==> src/rtl/spi_test_pkg.sv <==
`timescale 1ns/1ps
// Shared widths, command codes and FSM state encoding for the SPI test controller.
// No logic; consumed by the controller, its synchronizer and its interface.
package spi_test_pkg;

    localparam int CMD_W      = 32;
    localparam int DATA_W     = 32;
    localparam int FRAME_BITS = 64;
    localparam int CNT_W      = $clog2(FRAME_BITS);

    localparam logic [CMD_W-1:0] CMD_NOP   = 32'h0000_0000;
    localparam logic [CMD_W-1:0] CMD_CFG   = 32'h0000_0001;
    localparam logic [CMD_W-1:0] CMD_STOP  = 32'h0000_0002;
    localparam logic [CMD_W-1:0] CMD_START = 32'h0000_0003;

    typedef enum logic [2:0] {
        ST_IDLE,
        ST_CMD,
        ST_DATA,
        ST_EXEC,
        ST_DONE
    } state_t;

    function automatic logic cmd_is_legal(input logic [CMD_W-1:0] cmd);
        return cmd <= CMD_START;
    endfunction

endpackage

==> src/rtl/spi_test_ctrl_if.sv <==
`timescale 1ns/1ps
// SPI pins plus the control/status outputs of the SPI test controller.
// slave = controller side, master = the agent driving the SPI bus and observing status.
interface spi_test_ctrl_if;
    import spi_test_pkg::*;

    logic              scs_i;
    logic              sck_i;
    logic              sdi_i;
    logic              sdo_o;
    logic [DATA_W-1:0] cfg_o;
    logic              cfg_valid_o;
    logic [31:0]       timer_o;
    logic              timer_run_o;
    logic              frame_err_o;

    modport slave (
        input  scs_i, sck_i, sdi_i,
        output sdo_o, cfg_o, cfg_valid_o, timer_o, timer_run_o, frame_err_o
    );

    modport master (
        output scs_i, sck_i, sdi_i,
        input  sdo_o, cfg_o, cfg_valid_o, timer_o, timer_run_o, frame_err_o
    );

endinterface

==> src/rtl/spi_in_sync.sv <==
`timescale 1ns/1ps
// Synchronizes scs/sck/sdi into clk and derives one-clk edge pulses; latency STAGES clks.
// No backpressure. Edge pulses are masked until the chains have flushed their reset values.
module spi_in_sync #(
    parameter int STAGES = 2
) (
    input  logic clk,
    input  logic rst,
    input  logic scs,
    input  logic sck,
    input  logic sdi,
    output logic scs_s,
    output logic sdi_s,
    output logic sck_rise,
    output logic sck_fall,
    output logic scs_fall,
    output logic scs_rise
);

    // One extra flop on scs/sck holds the previous synchronized value for edge detection.
    logic [STAGES:0]   scs_q;
    logic [STAGES:0]   sck_q;
    logic [STAGES-1:0] sdi_q;
    logic [STAGES:0]   settle_q;
    logic              ready;

    always_ff @(posedge clk) begin
        if (rst) begin
            scs_q    <= '1;
            sck_q    <= '0;
            sdi_q    <= '0;
            settle_q <= '0;
        end else begin
            scs_q    <= (STAGES+1)'({scs_q, scs});
            sck_q    <= (STAGES+1)'({sck_q, sck});
            sdi_q    <= STAGES'({sdi_q, sdi});
            settle_q <= (STAGES+1)'({settle_q, 1'b1});
        end
    end

    // A line held low across reset release must not look like a fresh edge.
    assign ready    = settle_q[STAGES];
    assign scs_s    = scs_q[STAGES-1];
    assign sdi_s    = sdi_q[STAGES-1];
    assign sck_rise = ready &  sck_q[STAGES-1] & ~sck_q[STAGES];
    assign sck_fall = ready & ~sck_q[STAGES-1] &  sck_q[STAGES];
    assign scs_fall = ready & ~scs_q[STAGES-1] &  scs_q[STAGES];
    assign scs_rise = ready &  scs_q[STAGES-1] & ~scs_q[STAGES];

endmodule

==> src/rtl/spi_test_ctrl.sv <==
`timescale 1ns/1ps
// SPI mode-0 slave decoding 32-bit cmd + 32-bit data frames into cfg/timer control.
// Effects land one clk after the EXEC cycle; no backpressure, sdo returns the timer snapshot.
module spi_test_ctrl
    import spi_test_pkg::*;
#(
    parameter int SYNC_STAGES = 2,
    parameter int SAT_TIMER   = 1
) (
    input  logic            clk,
    input  logic            rst,
    spi_test_ctrl_if.slave  bus
);

    logic scs_s, sdi_s, sck_rise, sck_fall, scs_fall, scs_rise;

    state_t             state_q, state_d;
    logic [CNT_W-1:0]   bit_cnt_q;
    logic [DATA_W-1:0]  rx_sr_q;
    logic [DATA_W-1:0]  tx_sr_q;
    logic [CMD_W-1:0]   cmd_q;
    logic [DATA_W-1:0]  cfg_q;
    logic [31:0]        timer_q;
    logic               cfg_vld_q, run_q, err_q;

    logic sample, do_cfg, do_stop, do_start, err_set, sdo;

    spi_in_sync #(.STAGES(SYNC_STAGES)) u_sync (
        .clk      (clk),
        .rst      (rst),
        .scs      (bus.scs_i),
        .sck      (bus.sck_i),
        .sdi      (bus.sdi_i),
        .scs_s    (scs_s),
        .sdi_s    (sdi_s),
        .sck_rise (sck_rise),
        .sck_fall (sck_fall),
        .scs_fall (scs_fall),
        .scs_rise (scs_rise)
    );

    always_ff @(posedge clk) begin
        if (rst) state_q <= ST_IDLE;
        else     state_q <= state_d;
    end

    always_comb begin
        state_d = state_q;
        unique case (state_q)
            ST_IDLE: if (scs_fall) state_d = ST_CMD;
            ST_CMD: begin
                if (scs_rise) state_d = ST_IDLE;
                else if (sck_rise && bit_cnt_q == CNT_W'(CMD_W - 1)) state_d = ST_DATA;
            end
            ST_DATA: begin
                if (scs_rise) state_d = ST_IDLE;
                else if (sck_rise && bit_cnt_q == CNT_W'(FRAME_BITS - 1)) state_d = ST_EXEC;
            end
            ST_EXEC: state_d = ST_DONE;
            // Level test so a deselect that lands during EXEC is not lost.
            ST_DONE: if (scs_s) state_d = ST_IDLE;
            default: state_d = ST_IDLE;
        endcase
    end

    always_comb begin
        sample   = 1'b0;
        do_cfg   = 1'b0;
        do_stop  = 1'b0;
        do_start = 1'b0;
        err_set  = 1'b0;
        sdo      = 1'b0;
        case (state_q)
            ST_CMD: begin
                sample  = sck_rise;
                err_set = scs_rise;
            end
            ST_DATA: begin
                sample  = sck_rise;
                err_set = scs_rise;
                sdo     = tx_sr_q[DATA_W-1];
            end
            ST_EXEC: begin
                do_cfg   = (cmd_q == CMD_CFG);
                do_stop  = (cmd_q == CMD_STOP);
                do_start = (cmd_q == CMD_START);
                err_set  = !cmd_is_legal(cmd_q);
            end
            default: ;
        endcase
    end

    always_ff @(posedge clk) begin
        if (rst) begin
            bit_cnt_q <= '0;
            rx_sr_q   <= '0;
            tx_sr_q   <= '0;
            cmd_q     <= '0;
        end else begin
            if (state_q == ST_IDLE && scs_fall) begin
                bit_cnt_q <= '0;
            end
            if (sample) begin
                rx_sr_q   <= {rx_sr_q[DATA_W-2:0], sdi_s};
                bit_cnt_q <= bit_cnt_q + 1'b1;
            end
            // The fall right after the 32nd rise must keep bit 31 on the line for the 33rd rise.
            if (state_q == ST_CMD && state_d == ST_DATA) begin
                cmd_q   <= {rx_sr_q[CMD_W-2:0], sdi_s};
                tx_sr_q <= timer_q;
            end else if (state_q == ST_DATA && sck_fall && bit_cnt_q != CNT_W'(CMD_W)) begin
                tx_sr_q <= {tx_sr_q[DATA_W-2:0], 1'b0};
            end
        end
    end

    always_ff @(posedge clk) begin
        if (rst) begin
            cfg_q     <= '0;
            cfg_vld_q <= 1'b0;
            err_q     <= 1'b0;
            timer_q   <= '0;
            run_q     <= 1'b0;
        end else begin
            cfg_vld_q <= do_cfg;
            err_q     <= err_set;
            if (do_cfg) cfg_q <= rx_sr_q;
            if (do_start) begin
                timer_q <= '0;
                run_q   <= 1'b1;
            end else if (do_stop) begin
                run_q   <= 1'b0;
            end else if (run_q && (SAT_TIMER == 0 || !(&timer_q))) begin
                timer_q <= timer_q + 32'd1;
            end
        end
    end

    assign bus.sdo_o       = sdo;
    assign bus.cfg_o       = cfg_q;
    assign bus.cfg_valid_o = cfg_vld_q;
    assign bus.timer_o     = timer_q;
    assign bus.timer_run_o = run_q;
    assign bus.frame_err_o = err_q;

endmodule

==> src/flat_wrapper.sv <==
// flat-port wrapper written by rule: the top's interface ports become plain ports
module spi_test_ctrl_flat import spi_test_pkg::*;
#(
    parameter int SYNC_STAGES = 2,
    parameter int SAT_TIMER   = 1
)
  (clk, rst, bus_scs_i, bus_sck_i, bus_sdi_i, bus_sdo_o, bus_cfg_o, bus_cfg_valid_o, bus_timer_o, bus_timer_run_o, bus_frame_err_o);
  spi_test_ctrl_if bus_i ();
  input  logic clk;
  input  logic rst;
  input wire logic [$bits(bus_i.scs_i)-1:0] bus_scs_i;
  input wire logic [$bits(bus_i.sck_i)-1:0] bus_sck_i;
  input wire logic [$bits(bus_i.sdi_i)-1:0] bus_sdi_i;
  output wire logic [$bits(bus_i.sdo_o)-1:0] bus_sdo_o;
  output wire logic [$bits(bus_i.cfg_o)-1:0] bus_cfg_o;
  output wire logic [$bits(bus_i.cfg_valid_o)-1:0] bus_cfg_valid_o;
  output wire logic [$bits(bus_i.timer_o)-1:0] bus_timer_o;
  output wire logic [$bits(bus_i.timer_run_o)-1:0] bus_timer_run_o;
  output wire logic [$bits(bus_i.frame_err_o)-1:0] bus_frame_err_o;
  assign bus_i.scs_i = bus_scs_i;
  assign bus_i.sck_i = bus_sck_i;
  assign bus_i.sdi_i = bus_sdi_i;
  assign bus_sdo_o = bus_i.sdo_o;
  assign bus_cfg_o = bus_i.cfg_o;
  assign bus_cfg_valid_o = bus_i.cfg_valid_o;
  assign bus_timer_o = bus_i.timer_o;
  assign bus_timer_run_o = bus_i.timer_run_o;
  assign bus_frame_err_o = bus_i.frame_err_o;
  spi_test_ctrl #(.SYNC_STAGES(SYNC_STAGES), .SAT_TIMER(SAT_TIMER)) u_core (.clk(clk), .rst(rst), .bus(bus_i));
endmodule
==> config.mk <==
export PLATFORM = sky130hd
export DESIGN_NAME = spi_test_ctrl_flat
export DESIGN_NICKNAME = d
export VERILOG_FILES = /design/src/rtl/spi_test_pkg.sv /design/src/rtl/spi_test_ctrl_if.sv /design/src/rtl/spi_in_sync.sv /design/src/rtl/spi_test_ctrl.sv /design/src/flat_wrapper.sv
export SDC_FILE = /design/constraint.sdc
export NUM_CORES = 1
export LEC_CHECK = 0
export BUFFER_PORTS_ARGS = -buffer_cell sky130_fd_sc_hd__buf_2
export CAP_MARGIN = 0
export CORE_MARGIN = 2
export CORE_UTILIZATION = 50
export CTS_CLUSTER_SIZE = 28
export DETAILED_ROUTE_END_ITERATION = 10
export PLACE_DENSITY = 0.69
export SLEW_MARGIN = 20
export SYNTH_ARGS = -nofsm -noshare
export SYNTH_HDL_FRONTEND = slang
export SYNTH_SLANG_ARGS = --single-unit
==> constraint.sdc <==
create_clock -name clk -period 2.9 [get_ports clk]
set_clock_uncertainty 0.1 [all_clocks]
set_input_delay 0 -clock clk [delete_from_list [all_inputs] [get_ports clk]]
set_output_delay 0 -clock clk [all_outputs]
set_load 0.03 [all_outputs]
==> impl_results.md <==
- DRT Pass-1 Iters: 5
- Setup violations, final: 0
- Cell area after layout: 8580 sq um
- CTS Sinks: 183
- Commonest non-fill, non-tap cells in the layout: 183 x dfxtp_1, 151 x nand2_1, 91 x a21oi_1, 81 x nor2_1, 72 x mux2i_1
- Worst-Margin Slew: 0.708 ns
- CTS Buffer Depth: 2
- Rel. slew slack: 52.8%
- Vias/cell: 5.65
- CTS resizes: 0
- Area grow syn2layout: 13.4%
- CTS tree: built
- Fmax achieved: 405 MHz
- Gp weighted congestion: 0.765
- DIE HEIGHT: 127 um
- Net Sw Power: 0.000987 W
- Critical Path RT: 3.12 ns
- Critical Path Fanout Max: 94
- Comb pwr share: 1.5%
- CORE AREA: 14600 sq um
- Hold Path Class: input port to register
- DRC viols: 0
- Placed instance area: 8030 sq um
- Avg WL per Cell: 14.9 um
- Final #Nets: 919
- Routed Antenna Nets: 0
- Via count: 6248
- Multi-input gate area: 3630 sq um
- Leak Pwr: 3.04 nW
- Synthesized instance count: 869
- Row cnt: 44
- I/O Buffers: 72
- CTS root buf: clkbuf_16
- IO Count: 73
- Starting DRT DRC Count: 438
- Fin crit share: 85.2%
- Mapped cell area: 7570 sq um
- Drt total wl: 16500 um
- Post-synth EDFFs: 0
- RSZ-0062 raised after global routing: false
- Yosys warns: 0
- Post-synth top flop: dfxtp_1
- Post-synthesis area per instance: 8.71 sq um
- Die Footprint: 16100 sq um
- Clock share of power: 44.1%
- Sw frac: 21.3%
- Share of cells above drive strength 1: 13.4%
- Initial antenna violation count: 0
- Sequential share of power: 54.4%
- Remaining Overflow, GRT: 0
- Setup TNS: 0 ns
- Largest net degree at the start of global routing: 95
- Vias in the first global route: 5801
- Fillers: 1328
- PD cells: 540 nW/um^2
- Max-cap violation count: 0
- Clock-pin slew on the worst setup and hold paths: 0.06 ns
- Chip width: 127 um
- CP arrival: 2.70 ns
- CP endpoint kind: register
- Sequential cell area: 3660 sq um
- Startpoint types: register
- Most common cell after layout, fill and taps aside: dfxtp_1
- Outcome: complete, no violations
- Insertion delay to the later sink of the worst-skew pair: 0.43 ns
- Diode count: 0
- Synthesis-stage register bit count: 183
- Crit path time final: 2.47 ns
- Num CTS Buffers: 17
- Slew Viols, Final: 0
- Seq/Total Area, Yosys: 48.4%
- Yosys cell types: 48
- Total internal power: 0.00365 W
- Tot GR Track Use: 20.9%
- VDD IR max: 0.426 mV
- Crit path kind: register to register
- Fraction of registers with async set/reset: 0%
- First-pass GRT wire length: 28000 um
- H-Tree Depth: 4
- HPWL after DPL: 10300 um
- Starting Density: 51.7%
- Synthesized net count: 877
- Final hold vios: 0
- Total Power: 0.00463 W
==> per-layer routing <==
layer	global-route usage, %	share of wire [%]	routed length (um)
met3	4.56	4.0	652
met5	0	0	0
met2	35.3	49	8000
met1	27.7	46	7650
met4	4.40	1.1	174
==> worst max-delay path, cell delays in order, from the launching register on <==
cell      delay [ns]
dfxtp_1         0.40
ha_1            0.20
and3_1          0.21
nand4_1         0.21
or4_2           0.70
buf_12          0.25
a211oi_1        0.26
==> cells by family (layout without fill, tap and decap cells) <==
family	Yosys count	after routing	synth area share [%]
AND/OR/NAND/NOR	374	374	24.0
flip-flops	183	183	48.4
XOR/XNOR	1	1	0.116
adder cells (fa/ha/maj)	3	3	0.496
multiplexers	74	74	9.82
buffers and inverters	72	124	4.20
AO/OA/AOI/OAI	162	162	12.9
==> power groups by stage <==
stage / logic [W] / registers (W) / clock network, W
finish: 0.0000673 / 0.00252 / 0.00204
CTS: 0.0000673 / 0.00252 / 0.00208
global route: 0.0000745 / 0.00252 / 0.00220
global placement: 0.0000627 / 0.00258 / 0
floorplan: 0.0000475 / 0.00258 / 0
detailed placement: 0.0000632 / 0.00258 / 0
==> cell type report <==
| class | instances | share of cell area (%) |
|---|---|---|
| Tap cell | 184 | 2.68 |
| Clock buffer | 23 | 5.34 |
| Timing Repair Buffer | 88 | 6.18 |
| Multi-Input combinational cell | 614 | 42.3 |
| Clock inverter | 6 | 0.539 |
| Sequential cell | 183 | 42.7 |
| Inverter | 7 | 0.306 |
==> sequential cells by signal, summed over array words and instances, names as in the netlist <==
signal / flops
u_core.u_sync.settle_q: 3
u_core.bus.cfg_valid_o: 1
u_core.u_sync.sck_q: 3
u_core.bit_cnt_q: 6
u_core.bus.frame_err_o: 1
u_core.u_sync.sdi_q: 2
u_core.bus.timer_run_o: 1
u_core.u_sync.scs_q: 3
u_core.tx_sr_q: 32
u_core.bus.timer_o: 32
u_core.state_q: 3
u_core.cmd_q: 32
u_core.rx_sr_q: 32
u_core.bus.cfg_o: 32
==> synth_stat cells (4+ instances only) <==
cell type | instances | area [sq um]
o31ai_1 | 17 | 128
nand2b_1 | 10 | 62.6
buf_2 | 19 | 95.1
nand3_1 | 12 | 60.1
mux2i_1 | 72 | 721
a21oi_1 | 92 | 460
a31oi_1 | 5 | 31.3
nand2_1 | 151 | 567
dfxtp_1 | 183 | 3660
and3_1 | 9 | 56.3
or3_1 | 4 | 25.0
inv_1 | 7 | 26.3
clkbuf_1 | 39 | 146
nor2b_1 | 11 | 68.8
or2_2 | 4 | 25.0
or4_1 | 18 | 135
and4_1 | 11 | 96.3
nor4_1 | 15 | 93.8
o21ai_0 | 6 | 30.0
nand4_1 | 18 | 113
nor2_1 | 81 | 304
nand3b_1 | 6 | 45.0
a211oi_1 | 31 | 233
nor3_1 | 11 | 55.1
==> repair_timing <==
action | 4_1_cts | 5_1_grt
hold buffers | 4 | 0
hold endpoints to repair | 13 | 0
endpoints found under the setup margin | 0 | 0
setup buffers | 0 | 0
==> path summary, 6_finish.rpt <==
check | from | to | slack (ns) | cells past startpoint
worst max-delay path | u_core.bit_cnt_q[0] | u_core.tx_sr_q[8] | 0.43 | 6
worst min-delay path | bus_scs_i | u_core.u_sync.scs_q[0] | 0.22 | 3
worst max register to register | u_core.bit_cnt_q[0] | u_core.tx_sr_q[8] | 0.43 | 6
worst min register to register | u_core.u_sync.scs_q[0] | u_core.u_sync.scs_q[1] | 0.32 | 1
==> through the flow <==
step / hold slack [ns] / setup slack, ns / utilization, % / std cells
2_1_floorplan: 0.00381 / 0.667 / - / 869
3_3_place_gp: 0.0850 / 0.513 / 54.8 / 1072
3_5_place_dp: 0.0871 / 0.472 / 54.8 / 1072
4_1_cts: 0.180 / 0.452 / 58.6 / 1105
5_1_grt: 0.213 / 0.263 / 58.6 / 1105
6_report: 0.217 / 0.429 / 58.6 / 1105
(Power assumes the default switching activity.)
